$ cat config.mk
export PLATFORM = sky130hd
export DESIGN_NAME = alu_mc
export DESIGN_NICKNAME = d
export VERILOG_FILES = /design/src/rtl/alu_mc.sv
export SDC_FILE = /design/constraint.sdc
export NUM_CORES = 1
export LEC_CHECK = 0
export CORE_MARGIN = 2
export CORE_UTILIZATION = 40
export DETAILED_ROUTE_END_ITERATION = 10
export GPL_TIMING_DRIVEN = 0
export HOLD_SLACK_MARGIN = 0.12
export PLACE_DENSITY_LB_ADDON = 0.08
export SLEW_MARGIN = 20
export SYNTH_ARGS = -nofsm -noshare
export SYNTH_HDL_FRONTEND = slang
export SYNTH_SLANG_ARGS = --single-unit
$ cat constraint.sdc
create_clock -name i_Clk -period 11.21 [get_ports i_Clk]
set_input_delay 2.8025 -clock i_Clk [delete_from_list [all_inputs] [get_ports i_Clk]]
set_output_delay 2.8025 -clock i_Clk [all_outputs]
set_load 0.01 [all_outputs]
$ cat src/rtl/alu_mc.sv
// Multi-cycle ALU with A/B source muxes, valid/ready handshake and registered outputs.
// Single-cycle ops finish at the accept edge; shifts and multiply run iteratively.
module alu_mc #(
  parameter int WIDTH      = 32,
  parameter int SHIFT_STEP = 1
) (
  input  logic             i_Clk,
  input  logic             i_Rst,
  input  logic             i_Valid,
  output logic             o_Ready,
  input  logic [3:0]       i_OpCode,
  input  logic             i_SrcASel,
  input  logic [WIDTH-1:0] i_SrcA0,
  input  logic [WIDTH-1:0] i_SrcA1,
  input  logic [1:0]       i_SrcBSel,
  input  logic [WIDTH-1:0] i_SrcB0,
  input  logic [WIDTH-1:0] i_SrcB1,
  input  logic [WIDTH-1:0] i_SrcB2,
  input  logic [WIDTH-1:0] i_SrcB3,
  output logic             o_Valid,
  output logic [WIDTH-1:0] o_Result,
  output logic             o_Zero,
  output logic             o_Illegal
);

  localparam int SHAMT_W = $clog2(WIDTH);
  localparam int CNT_W   = SHAMT_W + 1;
  localparam logic [CNT_W-1:0] STEP_MAX   = CNT_W'(SHIFT_STEP);
  localparam logic [CNT_W-1:0] MUL_CYCLES = CNT_W'(WIDTH);

  localparam logic [3:0] OP_ADD  = 4'd0;
  localparam logic [3:0] OP_SUB  = 4'd1;
  localparam logic [3:0] OP_AND  = 4'd2;
  localparam logic [3:0] OP_OR   = 4'd3;
  localparam logic [3:0] OP_XOR  = 4'd4;
  localparam logic [3:0] OP_SLT  = 4'd5;
  localparam logic [3:0] OP_SLTU = 4'd6;
  localparam logic [3:0] OP_SLL  = 4'd7;
  localparam logic [3:0] OP_SRL  = 4'd8;
  localparam logic [3:0] OP_SRA  = 4'd9;
  localparam logic [3:0] OP_MUL  = 4'd10;

  typedef enum logic [1:0] {ST_IDLE, ST_SHIFT, ST_MUL} state_t;

  state_t             state_reg;
  logic [3:0]         op_reg;
  logic [WIDTH-1:0]   acc_reg;
  logic [WIDTH-1:0]   mcand_reg;
  logic [WIDTH-1:0]   mplier_reg;
  logic [CNT_W-1:0]   cnt_reg;
  logic [WIDTH-1:0]   result_reg;
  logic               zero_reg;
  logic               illegal_reg;
  logic               valid_reg;

  logic [WIDTH-1:0]   a_sel;
  logic [WIDTH-1:0]   b_sel;
  logic [SHAMT_W-1:0] shamt;
  logic               is_shift;
  logic [WIDTH-1:0]   single_res;
  logic [CNT_W-1:0]   step_val;
  logic [WIDTH-1:0]   shift_next;
  logic [WIDTH-1:0]   mul_acc_next;

  assign a_sel    = i_SrcASel ? i_SrcA1 : i_SrcA0;
  assign shamt    = b_sel[SHAMT_W-1:0];
  assign is_shift = (i_OpCode == OP_SLL) || (i_OpCode == OP_SRL) || (i_OpCode == OP_SRA);

  always_comb begin
    b_sel = i_SrcB0;
    case (i_SrcBSel)
      2'd0:    b_sel = i_SrcB0;
      2'd1:    b_sel = i_SrcB1;
      2'd2:    b_sel = i_SrcB2;
      default: b_sel = i_SrcB3;
    endcase
  end

  // Shifts only land here with a zero shift amount, so they pass A straight through.
  always_comb begin
    single_res = '0;
    case (i_OpCode)
      OP_ADD:  single_res = a_sel + b_sel;
      OP_SUB:  single_res = a_sel - b_sel;
      OP_AND:  single_res = a_sel & b_sel;
      OP_OR:   single_res = a_sel | b_sel;
      OP_XOR:  single_res = a_sel ^ b_sel;
      OP_SLT:  single_res = {{(WIDTH-1){1'b0}}, ($signed(a_sel) < $signed(b_sel))};
      OP_SLTU: single_res = {{(WIDTH-1){1'b0}}, (a_sel < b_sel)};
      OP_SLL, OP_SRL, OP_SRA: single_res = a_sel;
      default: single_res = '0;
    endcase
  end

  // One pre-shifted copy per possible step size; the live step picks among them.
  logic [WIDTH-1:0] shl_tbl [SHIFT_STEP+1];
  logic [WIDTH-1:0] srl_tbl [SHIFT_STEP+1];
  logic [WIDTH-1:0] sra_tbl [SHIFT_STEP+1];

  genvar gi;
  generate
    for (gi = 0; gi <= SHIFT_STEP; gi++) begin : g_step
      assign shl_tbl[gi] = acc_reg << gi;
      assign srl_tbl[gi] = acc_reg >> gi;
      assign sra_tbl[gi] = $unsigned($signed(acc_reg) >>> gi);
    end
  endgenerate

  assign step_val = (cnt_reg > STEP_MAX) ? STEP_MAX : cnt_reg;

  always_comb begin
    shift_next = acc_reg;
    for (int k = 0; k <= SHIFT_STEP; k++) begin
      if (step_val == CNT_W'(k)) begin
        case (op_reg)
          OP_SLL:  shift_next = shl_tbl[k];
          OP_SRL:  shift_next = srl_tbl[k];
          default: shift_next = sra_tbl[k];
        endcase
      end
    end
  end

  assign mul_acc_next = mplier_reg[0] ? (acc_reg + mcand_reg) : acc_reg;

  always_ff @(posedge i_Clk or negedge i_Rst) begin
    if (!i_Rst) begin
      state_reg   <= ST_IDLE;
      op_reg      <= '0;
      acc_reg     <= '0;
      mcand_reg   <= '0;
      mplier_reg  <= '0;
      cnt_reg     <= '0;
      result_reg  <= '0;
      zero_reg    <= 1'b0;
      illegal_reg <= 1'b0;
      valid_reg   <= 1'b0;
    end else begin
      valid_reg <= 1'b0;
      case (state_reg)
        ST_IDLE: begin
          if (i_Valid) begin
            if (is_shift && (shamt != '0)) begin
              state_reg <= ST_SHIFT;
              op_reg    <= i_OpCode;
              acc_reg   <= a_sel;
              cnt_reg   <= {1'b0, shamt};
            end else if (i_OpCode == OP_MUL) begin
              state_reg  <= ST_MUL;
              acc_reg    <= '0;
              mcand_reg  <= a_sel;
              mplier_reg <= b_sel;
              cnt_reg    <= MUL_CYCLES;
            end else begin
              result_reg  <= single_res;
              zero_reg    <= (single_res == '0);
              illegal_reg <= (i_OpCode > OP_MUL);
              valid_reg   <= 1'b1;
            end
          end
        end
        ST_SHIFT: begin
          acc_reg <= shift_next;
          cnt_reg <= cnt_reg - step_val;
          if (cnt_reg == step_val) begin
            state_reg   <= ST_IDLE;
            result_reg  <= shift_next;
            zero_reg    <= (shift_next == '0);
            illegal_reg <= 1'b0;
            valid_reg   <= 1'b1;
          end
        end
        ST_MUL: begin
          acc_reg    <= mul_acc_next;
          mcand_reg  <= mcand_reg << 1;
          mplier_reg <= mplier_reg >> 1;
          cnt_reg    <= cnt_reg - 1'b1;
          if (cnt_reg == CNT_W'(1)) begin
            state_reg   <= ST_IDLE;
            result_reg  <= mul_acc_next;
            zero_reg    <= (mul_acc_next == '0);
            illegal_reg <= 1'b0;
            valid_reg   <= 1'b1;
          end
        end
        default: state_reg <= ST_IDLE;
      endcase
    end
  end

  assign o_Ready   = (state_reg == ST_IDLE);
  assign o_Valid   = valid_reg;
  assign o_Result  = result_reg;
  assign o_Zero    = zero_reg;
  assign o_Illegal = illegal_reg;

endmodule

==> impl_results.md <==
* Slew margin rel. at 19.56%
* # rows at 75
* Antenna-violating nets left at 0
* Drt first pass iters at 5
* Setup TNS at 0 ns
* Storage element area at 3578 sq um
* Antenna violations before repair at 3
* Final WS setup at 0.1870 ns
* TritonCTS clock tree: done
* Post-synthesis cell count at 2182
* Chip Width at 209.3 um
* Mapped Area at 16860 sq um
* I/O pin total at 238
* DRC marker count from the first detailed-route iteration at 2138
* Finish-stage setup viols at 0
* Starting density of the core at 40.37%
* Root Driver: clkbuf_16
* Top cell type's share of synthesized area at 21.22%
* Most common cell in the netlist: nand2_1
* CP max FO at 10
* Port Buf Inserts at 234
* CP startpoint kind: primary input
* Clock skew at 0.01344 ns
* Synth top cells by count: 292 x nand2_1, 185 x o21ai_0, 173 x nor2_1
* Vias in the first global route at 18610
* CP Capture Type: flip-flop
* RSZ-0062 raised after global routing: no
* Synth Net Count at 2532
* Pin count of the biggest net entering global routing at 86
* Vias at 19010
* Static leakage at 8.972 nW
* Worst hold path stage count at 2
* Pwr dens at 229.4 nW/um^2
* Worst slack, placed at -0.5117 ns
* Num Clock Sinks at 143
* Ranking of synthesized cells by area: dfrtp_1 21%, ha_1 11%, nand2_1 6.5%
* Vias per inst at 6.359
* Clock Tree Buf Depth at 2
* Overflow after GRT at 0
* Worst vdd ir at 0.1283 mV
* Reg2reg path depth at 16
* Number of fill cells in the layout at 4150
* Count of pins over their slew limit at 0
* Data arrival time of the worst path at 11.42 ns
* R2R Setup Slk at 6.35 ns
* Total CTS buffers at 17
* Area delta synth->final at 22.14%
* H-tree depth at 4
* Register area share after synthesis at 21.22%
* Post-Route WL at 81.46 mm
* EDFF count, synth at 0
* MaxCap Viol Count at 0
* Latest clock arrival within the worst-skew pair at 0.49 ns
* Final hold viol count at 0
* Ys Warns at 0
* Primary FF master, synth: dfrtp_1
* Tmin final at 11.02 ns
* Transition time of the tightest slew-check pin at 1.207 ns
* Final period util at 98.33%
* Status: finished, final reports clean
* Worst hold path type: flip-flop to flip-flop
* Die span in y at 209.3 um
* Die footprint at 43810 sq um
* Routed WL per cell at 27.24 um
* GR Util All Layers at 36.85%
* Detailed-placement wirelength estimate at 65.05 mm
* # nets final at 2787
* Library cells used by synthesis at 90
* Flops & latches, synth at 143
* Max Freq at 0.09072 GHz
* Gp weighted congestion at 0.9950
* DRC viols at 0
* Synth async-reset ratio at 100.0%
* Largest area contributor in the netlist: dfrtp_1
* CP Class: primary input to flip-flop
* Power, Total at 4.724 mW
* Clk slew on worst S/H paths at 0.07 ns
* First-pass GRT wire length at 119.2 mm
* Core area at 41760 sq um
* Req. time, crit path at 11.61 ns
* Average cell area after synthesis at 7.727 sq um
* Footprint of the multi-input gates at 12260 sq um
* Share of layout cells above drive strength 1 at 7.020%
==> through the flow <==
step / cells / util (%) / hold slack (ns) / area, sq um
finish: 2990 / 49.32 / 0.4824 / 20590
CTS: 2989 / 49.30 / 0.4860 / 20590
global route: 2990 / 49.32 / 0.5110 / 20590
detailed placement: 2957 / 47.77 / 0.4706 / 19950
floorplan: 2182 / - / 0.4492 / 16860
global placement: 2955 / 47.60 / 0.4626 / 19880
==> layout by cell type (no fill, tap or decap), types with 10 or more instances in the layout <==
| master | count |
|---|---|
| nand2_1 | 292 |
| clkdlybuf4s50_1 | 233 |
| o21ai_0 | 185 |
| nor2_1 | 173 |
| a21oi_1 | 164 |
| ha_1 | 145 |
| dfrtp_1 | 143 |
| clkbuf_1 | 125 |
| inv_1 | 119 |
| mux2i_1 | 72 |
| a31oi_1 | 53 |
| mux2_2 | 52 |
| nor3_1 | 45 |
| mux4_2 | 33 |
| nand3_1 | 33 |
| a21o_1 | 30 |
| a211oi_1 | 26 |
| xnor2_1 | 24 |
| nor4_1 | 23 |
| o31ai_1 | 23 |
| a22oi_1 | 21 |
| nand4_1 | 20 |
| a221oi_1 | 20 |
| nor2b_1 | 18 |
| clkbuf_16 | 17 |
| nand2b_1 | 16 |
| o211ai_1 | 16 |
| a22o_1 | 15 |
| buf_1 | 13 |
| and3_1 | 13 |
| o22ai_1 | 13 |
| a211o_1 | 13 |
| o21a_1 | 12 |
| xor2_1 | 12 |
| and2_1 | 11 |
| o21bai_1 | 11 |
| buf_2 | 10 |
==> worst paths after layout <==
| check | end | from |
|---|---|---|
| setup / recovery | o_Zero$_DFFE_PN0P_ | i_SrcASel |
| hold / removal | mplier_reg[2]$_DFFE_PN0P_ | mplier_reg[2]$_DFFE_PN0P_ |
| setup reg to reg | o_Zero$_DFFE_PN0P_ | cnt_reg[2]$_DFFE_PN0P_ |
| hold reg to reg | mplier_reg[2]$_DFFE_PN0P_ | mplier_reg[2]$_DFFE_PN0P_ |
| max in group asynchronous | mplier_reg[25]$_DFFE_PN0P_ | i_Rst |
| min in group asynchronous | mcand_reg[6]$_DFFE_PN0P_ | i_Rst |
==> what timing repair did <==
item                                    CTS  global route
hold buffers                              0             0
setup buffers                             0             0
gates resized for setup                   0             1
endpoints found under the setup margin    0             1
==> power by group <==
part	internal [mW]	switching (mW)	leakage, nW
Clock	0.361	0.299	0.310
Combinational	1.11	1.94	6.83
Sequential	0.735	0.279	1.83
==> routing by layer <==
metal	global-route usage (%)	wire length [um]	vias up
met2	61.66	38180	918
met5	0	13	-
met1	46.09	33450	9325
li1	-	-	8571
met3	6.030	5799	196
met4	18.40	4004	2
==> worst max-delay path, stage by stage <==
cell and delay (ns):
clkbuf_1 0.62, clkbuf_1 0.90, clkbuf_1 0.76, clkbuf_1 0.73
mux2i_2 0.75, inv_1 0.33, ha_1 0.39, clkbuf_1 0.38
inv_1 0.12, a21oi_1 0.24, nand3_1 0.22, a2111oi_2 0.71
nor3_1 0.15, a2111o_1 0.40, o21ai_0 0.35, nand4_1 0.22
nor4_1 0.41, nand3_1 0.12, or4b_1 0.53, o31ai_1 0.24
==> final cells by class <==
| type | count | area share [%] |
|---|---|---|
| multi-input cells | 1767 | 59.54 |
| flip-flops and latches | 143 | 17.38 |
| repair buffers | 236 | 11.60 |
| well taps | 539 | 3.275 |
| inverters | 121 | 2.205 |
| diodes | 1 | 0.01215 |
| plain buffers | 151 | 2.892 |
| clock inverters | 15 | 1.027 |
| clock buffers | 17 | 2.066 |
==> cells by family after synthesis <==
| family | share of synthesized area, % |
|---|---|
| compound gates | 28.17 |
| xor+xnor | 1.870 |
| fa+ha+maj | 11.12 |
| buf+inv | 6.219 |
| flops | 21.22 |
| mux | 12.28 |
| simple gates | 19.12 |
No activity file was read; power rests on OpenSTA's default activity.
